### config.mk
export PLATFORM = sky130hd
export DESIGN_NAME = stopwatch_ctrl_flat
export DESIGN_NICKNAME = d
export VERILOG_FILES = /design/src/rtl/stopwatch_ctrl_if.sv /design/src/rtl/stopwatch_ctrl.sv /design/src/flat_wrapper.sv
export SDC_FILE = /design/constraint.sdc
export NUM_CORES = 1
export LEC_CHECK = 0
export ABC_AREA = 1
export ABC_CLOCK_PERIOD_IN_PS = 2600
export BUFFER_PORTS_ARGS = -buffer_cell sky130_fd_sc_hd__buf_2
export CORE_ASPECT_RATIO = 0.8
export CORE_MARGIN = 1.5
export CORE_UTILIZATION = 58
export CTS_BUF_LIST = sky130_fd_sc_hd__clkbuf_16
export CTS_CLUSTER_SIZE = 10
export DETAILED_ROUTE_END_ITERATION = 10
export PLACE_DENSITY = 0.78
export SYNTH_ARGS = -nofsm -noshare
export SYNTH_HDL_FRONTEND = slang
export SYNTH_SLANG_ARGS = --single-unit
### constraint.sdc
create_clock -name clk -period 2.6 [get_ports clk]
set_input_delay 0.13 -clock clk [delete_from_list [all_inputs] [get_ports clk]]
set_output_delay 0.13 -clock clk [all_outputs]
set_load 0.02 [all_outputs]
### src/rtl/stopwatch_ctrl_if.sv
// Button/tick inputs and display outputs of the MM:SS stopwatch controller.
// The pulse source owns the master side; the controller owns the slave side.
interface stopwatch_ctrl_if;
    logic       tick;
    logic       start_stop;
    logic       lap_clear;
    logic [3:0] d0;
    logic [3:0] d1;
    logic [3:0] d2;
    logic [3:0] d3;
    logic       running;
    logic       lap_active;
    logic       overflow;

    modport master (
        output tick, start_stop, lap_clear,
        input  d0, d1, d2, d3, running, lap_active, overflow
    );

    modport slave (
        input  tick, start_stop, lap_clear,
        output d0, d1, d2, d3, running, lap_active, overflow
    );
endinterface

### src/rtl/stopwatch_ctrl.sv
// Run/pause/lap controller for a four-digit BCD MM:SS stopwatch. It gates the 1 Hz tick
// into the digit cascade and freezes a lap snapshot on the display.
module stopwatch_ctrl #(
    parameter bit WRAP = 1'b1
) (
    input  logic           clk,
    input  logic           reset,
    stopwatch_ctrl_if.slave bus
);

    typedef enum logic [1:0] {IDLE, RUN, LAP, PAUSE} state_t;

    state_t          state, state_next;
    logic [3:0][3:0] cnt, cnt_next;
    logic [3:0][3:0] lap, lap_next;
    logic [3:0][3:0] disp, disp_next;
    logic            ovf, ovf_next;
    logic            running, lap_active;
    logic            capture, clear, active, at_max, count_en, carry;

    always_ff @(posedge clk) begin
        if (reset) begin
            state      <= IDLE;
            cnt        <= '0;
            lap        <= '0;
            disp       <= '0;
            ovf        <= 1'b0;
            running    <= 1'b0;
            lap_active <= 1'b0;
        end else begin
            state      <= state_next;
            cnt        <= cnt_next;
            lap        <= lap_next;
            disp       <= disp_next;
            ovf        <= ovf_next;
            running    <= (state_next == RUN) || (state_next == LAP);
            lap_active <= (state_next == LAP);
        end
    end

    always_comb begin
        state_next = state;
        capture    = 1'b0;
        clear      = 1'b0;
        case (state)
            IDLE:  if (bus.start_stop) state_next = RUN;
            RUN: begin
                if (bus.start_stop) begin
                    state_next = PAUSE;
                end else if (bus.lap_clear) begin
                    state_next = LAP;
                    capture    = 1'b1;
                end
            end
            LAP: begin
                if (bus.start_stop)     state_next = PAUSE;
                else if (bus.lap_clear) state_next = RUN;
            end
            PAUSE: begin
                if (bus.start_stop) begin
                    state_next = RUN;
                end else if (bus.lap_clear) begin
                    state_next = IDLE;
                    clear      = 1'b1;
                end
            end
            default: state_next = IDLE;
        endcase
    end

    // Enable is decided from the registered state, so a tick on the resume edge is not counted
    // while a tick on the pause edge is. The whole carry chain settles in one cycle.
    always_comb begin
        active   = (state == RUN) || (state == LAP);
        at_max   = (cnt == {4'd5, 4'd9, 4'd5, 4'd9});
        count_en = bus.tick && active && !(!WRAP && at_max);
        carry    = count_en;
        cnt_next = cnt;
        for (int unsigned i = 0; i < 4; i++) begin
            if (carry) begin
                if (cnt[i] == ((i[0] == 1'b0) ? 4'd9 : 4'd5)) cnt_next[i] = '0;
                else                                          cnt_next[i] = cnt[i] + 4'd1;
            end
            carry = carry && (cnt[i] == ((i[0] == 1'b0) ? 4'd9 : 4'd5));
        end
        if (clear) cnt_next = '0;

        ovf_next = ovf || (bus.tick && active && at_max);
        if (clear) ovf_next = 1'b0;

        lap_next = lap;
        if (capture)    lap_next = cnt_next;
        else if (clear) lap_next = '0;

        disp_next = (state_next == LAP) ? lap_next : cnt_next;
    end

    assign bus.d0         = disp[0];
    assign bus.d1         = disp[1];
    assign bus.d2         = disp[2];
    assign bus.d3         = disp[3];
    assign bus.running    = running;
    assign bus.lap_active = lap_active;
    assign bus.overflow   = ovf;

endmodule

### src/flat_wrapper.sv
// flat-port wrapper written by rule: the top's interface ports become plain ports
module stopwatch_ctrl_flat 
#(
    parameter bit WRAP = 1'b1
)
  (clk, reset, bus_tick, bus_start_stop, bus_lap_clear, bus_d0, bus_d1, bus_d2, bus_d3, bus_running, bus_lap_active, bus_overflow);
  stopwatch_ctrl_if bus_i ();
  input  logic clk;
  input  logic reset;
  input wire logic [$bits(bus_i.tick)-1:0] bus_tick;
  input wire logic [$bits(bus_i.start_stop)-1:0] bus_start_stop;
  input wire logic [$bits(bus_i.lap_clear)-1:0] bus_lap_clear;
  output wire logic [$bits(bus_i.d0)-1:0] bus_d0;
  output wire logic [$bits(bus_i.d1)-1:0] bus_d1;
  output wire logic [$bits(bus_i.d2)-1:0] bus_d2;
  output wire logic [$bits(bus_i.d3)-1:0] bus_d3;
  output wire logic [$bits(bus_i.running)-1:0] bus_running;
  output wire logic [$bits(bus_i.lap_active)-1:0] bus_lap_active;
  output wire logic [$bits(bus_i.overflow)-1:0] bus_overflow;
  assign bus_i.tick = bus_tick;
  assign bus_i.start_stop = bus_start_stop;
  assign bus_i.lap_clear = bus_lap_clear;
  assign bus_d0 = bus_i.d0;
  assign bus_d1 = bus_i.d1;
  assign bus_d2 = bus_i.d2;
  assign bus_d3 = bus_i.d3;
  assign bus_running = bus_i.running;
  assign bus_lap_active = bus_i.lap_active;
  assign bus_overflow = bus_i.overflow;
  stopwatch_ctrl #(.WRAP(WRAP)) u_core (.clk(clk), .reset(reset), .bus(bus_i));
endmodule
==> summary.txt <==
Drt
  – DR vias: 2165
  – WL/cell: 12.9 um
  – Post-DR vias/cell: 5.22
  – Antenna viol nets, final: 0
  – First-pass iteration count of the detailed router: 5
  – DRT iter0 DRCs: 240
  – Drc violations: 0
  – DRT Wirelength: 5350 um

Timing
  – Clock Skew: 5.06 ps
  – Minimum clock period: 2330 ps
  – Setup tns final: 0 ps
  – Final worst-path cycle share: 89.6%
  – Final Setup Violations: 0
  – Final Max Slew Viols: 0
  – Final hold vios: 0
  – Slew at the pin with the worst max-slew slack: 352 ps
  – Slew margin rel.: 76.5%
  – Fmax: 429 MHz
  – RSZ-0062 raised after global routing: false

Placement
  – DP HPWL: 3680 um
  – PortBufs: 23
  – Routability Congestion: 0.808

Synth
  – Netlist cell types: 32
  – #FFs+latches synth: 53
  – Mapped cell area: 2440 um2
  – Post-Synthesis Cells: 330
  – Syn Nets: 340
  – Sequential element share of the synthesized area: 43.4%
  – Predominant post-synthesis flop cell: dfxtp_1
  – Async SR Flop Fraction: 0%
  – Post-Syn Area per Cell: 7.40 um2
  – Post-synth EDFFs: 0
  – Synth Warn #: 0

Final layout
  – Final antenna diode count: 0
  – FILL cells: 322
  – Final net count: 370
  – Multi-input gate area: 1130 um2
  – Share of cells above drive strength 1: 16.9%
  – Area delta synth->final: 14.1%
  – Reg area: 1060 um2

Die
  – Core area: 3900 um2
  – Die width: 75.6 um
  – Rows: 20
  – I/O pins: 24
  – Die height: 61.0 um
  – Initial core utilization: 62.6%
  – Die Area: 4610 um2

Power
  – P_int: 1220 uW
  – Clock share of power: 38.5%
  – NetSw: 375 uW
  – Comb power frac: 9.0%
  – Sequential share of power: 52.6%
  – Switching Share: 23.5%
  – Leak: 0.00136 uW
  – Power density over the cells: 574 nW/um2
  – Total Power: 1600 uW
  – Maximum VDD drop: 0.446 mV

Clocking
  – Clk slew on worst S/H paths: 60 ps
  – CTS H-tree lvls: 2
  – Latest clock arrival within the worst-skew pair: 290 ps
  – Clock Path Buffers: 2
  – Total CTS buffers: 5
  – TritonCTS clock tree: done
  – CTS root buffer: clkbuf_16
  – Post-CTS Hold Buffers: 0
  – # clock sinks: 53

GRT
  – GRT overflow: 0
  – Largest net degree at the start of global routing: 27
  – Antenna violations before repair: 0
  – Total GRT Usage: 26.3%
  – Vias in the first global route: 1955
  – First-pass GRT wire length: 8910 um

Setup path
  – Maximum fanout along the worst path: 10
  – Crit path kind: reg -> reg
  – CP Launch Type: flip-flop
  – Signal arrival time at the worst endpoint: 2560 ps
  – Crit end category: flip-flop
  – Worst Path Required: 2840 ps

Job
  – MaxCap Viol Count: 0

Min path
  – Hold crit path type: in -> reg

Status
  – Status: finished, final reports clean
==> worst max-delay path, cell delays in order, from the launching register on <==
cell        delay (ps)
dfxtp_1            380
inv_1               80
ha_1               220
o21ai_0            170
nand3_1             90
a32oi_1            230
ha_1               210
inv_1              110
nor2_4             250
clkinvlp_4         180
buf_4              170
o21ai_1             70
nand2_1             60
inv_1               50
==> layer usage <==
metal	vias to the layer above	track usage (%)	wire, um
met5	-	0	0
met4	0	8.16	60
met2	76	39.7	2340
met3	9	7.20	334
met1	969	37.2	2610
li1	1111	-	-
==> what timing repair did <==
item                       4_1_cts  5_1_grt
gates resized for setup          0        3
setup endpoints to repair        0        8
setup buffers                    0        3
==> path summary, 6_finish.rpt <==
| path | startpoint | end | slack [ps] | cells past startpoint |
|---|---|---|---|---|
| setup / recovery | u_core.state[1]$_SDFF_PP0_ | u_core.bus.d2[1]$_SDFF_PP0_ | 270 | 13 |
| hold / removal | bus_start_stop | u_core.state[1]$_SDFF_PP0_ | 200 | 4 |
| setup reg to reg | u_core.state[1]$_SDFF_PP0_ | u_core.bus.d2[1]$_SDFF_PP0_ | 270 | 13 |
| hold reg to reg | u_core.bus.overflow$_SDFF_PP0_ | u_core.bus.overflow$_SDFF_PP0_ | 460 | 1 |
==> cells in the final DEF (no fill, tap or decap), types with 2 or more instances in the layout <==
cell type and n:
a21oi_1 14, buf_2 23, buf_4 7, clkbuf_16 5, dfxtp_1 53, ha_1 5
inv_1 52, inv_2 7, nand2_1 71, nand2_2 5, nand3_1 26, nand3_2 2
nand3_4 2, nand4_1 8, nor2_1 26, nor2_2 2, nor2_4 5, o211ai_1 3
o21ai_0 18, o21ai_1 6, o21bai_1 2, o22ai_1 4, xor2_1 4
==> logic make-up after synthesis <==
logic type	share of synthesized area, %
adders and majority gates	2.56
AOI/OAI and AO/OA	11.7
and+or+nand+nor	30.4
xor gates and xnor gates	1.43
buffers and inverters	10.5
DFF	43.4
==> cell usage after synthesis, types with 2 or more instances <==
cell      count  area [um2]
nand2_1      71         267
dfxtp_1      53        1060
inv_1        52         195
nand3_1      26         130
nor2_1       26        97.6
o21ai_0      18        90.1
a21oi_1      14        70.1
nand4_1       8        50.1
inv_2         7        26.3
o21ai_1       6        30.0
ha_1          5        62.6
nand2_2       5        31.3
nor2_4        4        45.0
o22ai_1       4        25.0
xor2_1        4        35.0
buf_2         3        15.0
nor2_2        3        18.8
o211ai_1      3        22.5
buf_1         2        7.51
nand3_2       2        20.0
nand3_4       2        35.0
o21bai_1      2        15.0
==> power groups by stage <==
| stage | logic (uW) | clock network (uW) | registers (uW) |
|---|---|---|---|
| final | 143 | 615 | 840 |
| after global routing | 160 | 656 | 842 |
| after CTS | 139 | 626 | 840 |
| after detailed placement | 139 | 0 | 858 |
| after global placement | 138 | 0 | 858 |
| after floorplan | 85.0 | 0 | 872 |
==> flip-flops by register name, summed over array words and instances (netlist names) <==
| signal | cells |
|---|---|
| u_core.bus.d3 | 4 |
| u_core.bus.d1 | 4 |
| u_core.bus.lap_active | 1 |
| u_core.bus.d0 | 4 |
| u_core.bus.running | 1 |
| u_core.state | 2 |
| u_core.lap | 16 |
| u_core.bus.overflow | 1 |
| u_core.cnt | 16 |
| u_core.bus.d2 | 4 |
==> metrics by stage <==
| stage | area [um2] | hold WS (ps) | cells | util, % | setup WS [ps] |
|---|---|---|---|---|---|
| floorplan | 2440 | 323 | 330 | - | 553 |
| global placement | 2620 | 445 | 405 | 67.2 | 342 |
| detailed placement | 2620 | 450 | 405 | 67.2 | 215 |
| CTS | 2760 | 225 | 412 | 70.6 | 206 |
| global route | 2790 | 264 | 415 | 71.4 | 71.1 |
| finish | 2790 | 199 | 415 | 71.4 | 270 |
==> final cells by class <==
| class | count | share of cell area (%) |
|---|---|---|
| clock buffer | 5 | 4.49 |
| inverter | 59 | 8.08 |
| clock inverter | 2 | 0.269 |
| timing repair buffer | 30 | 6.02 |
| sequential | 53 | 38.1 |
| multi-input combinational | 211 | 40.6 |
| tap | 55 | 2.47 |
No activity file was read; power rests on OpenSTA's default activity.
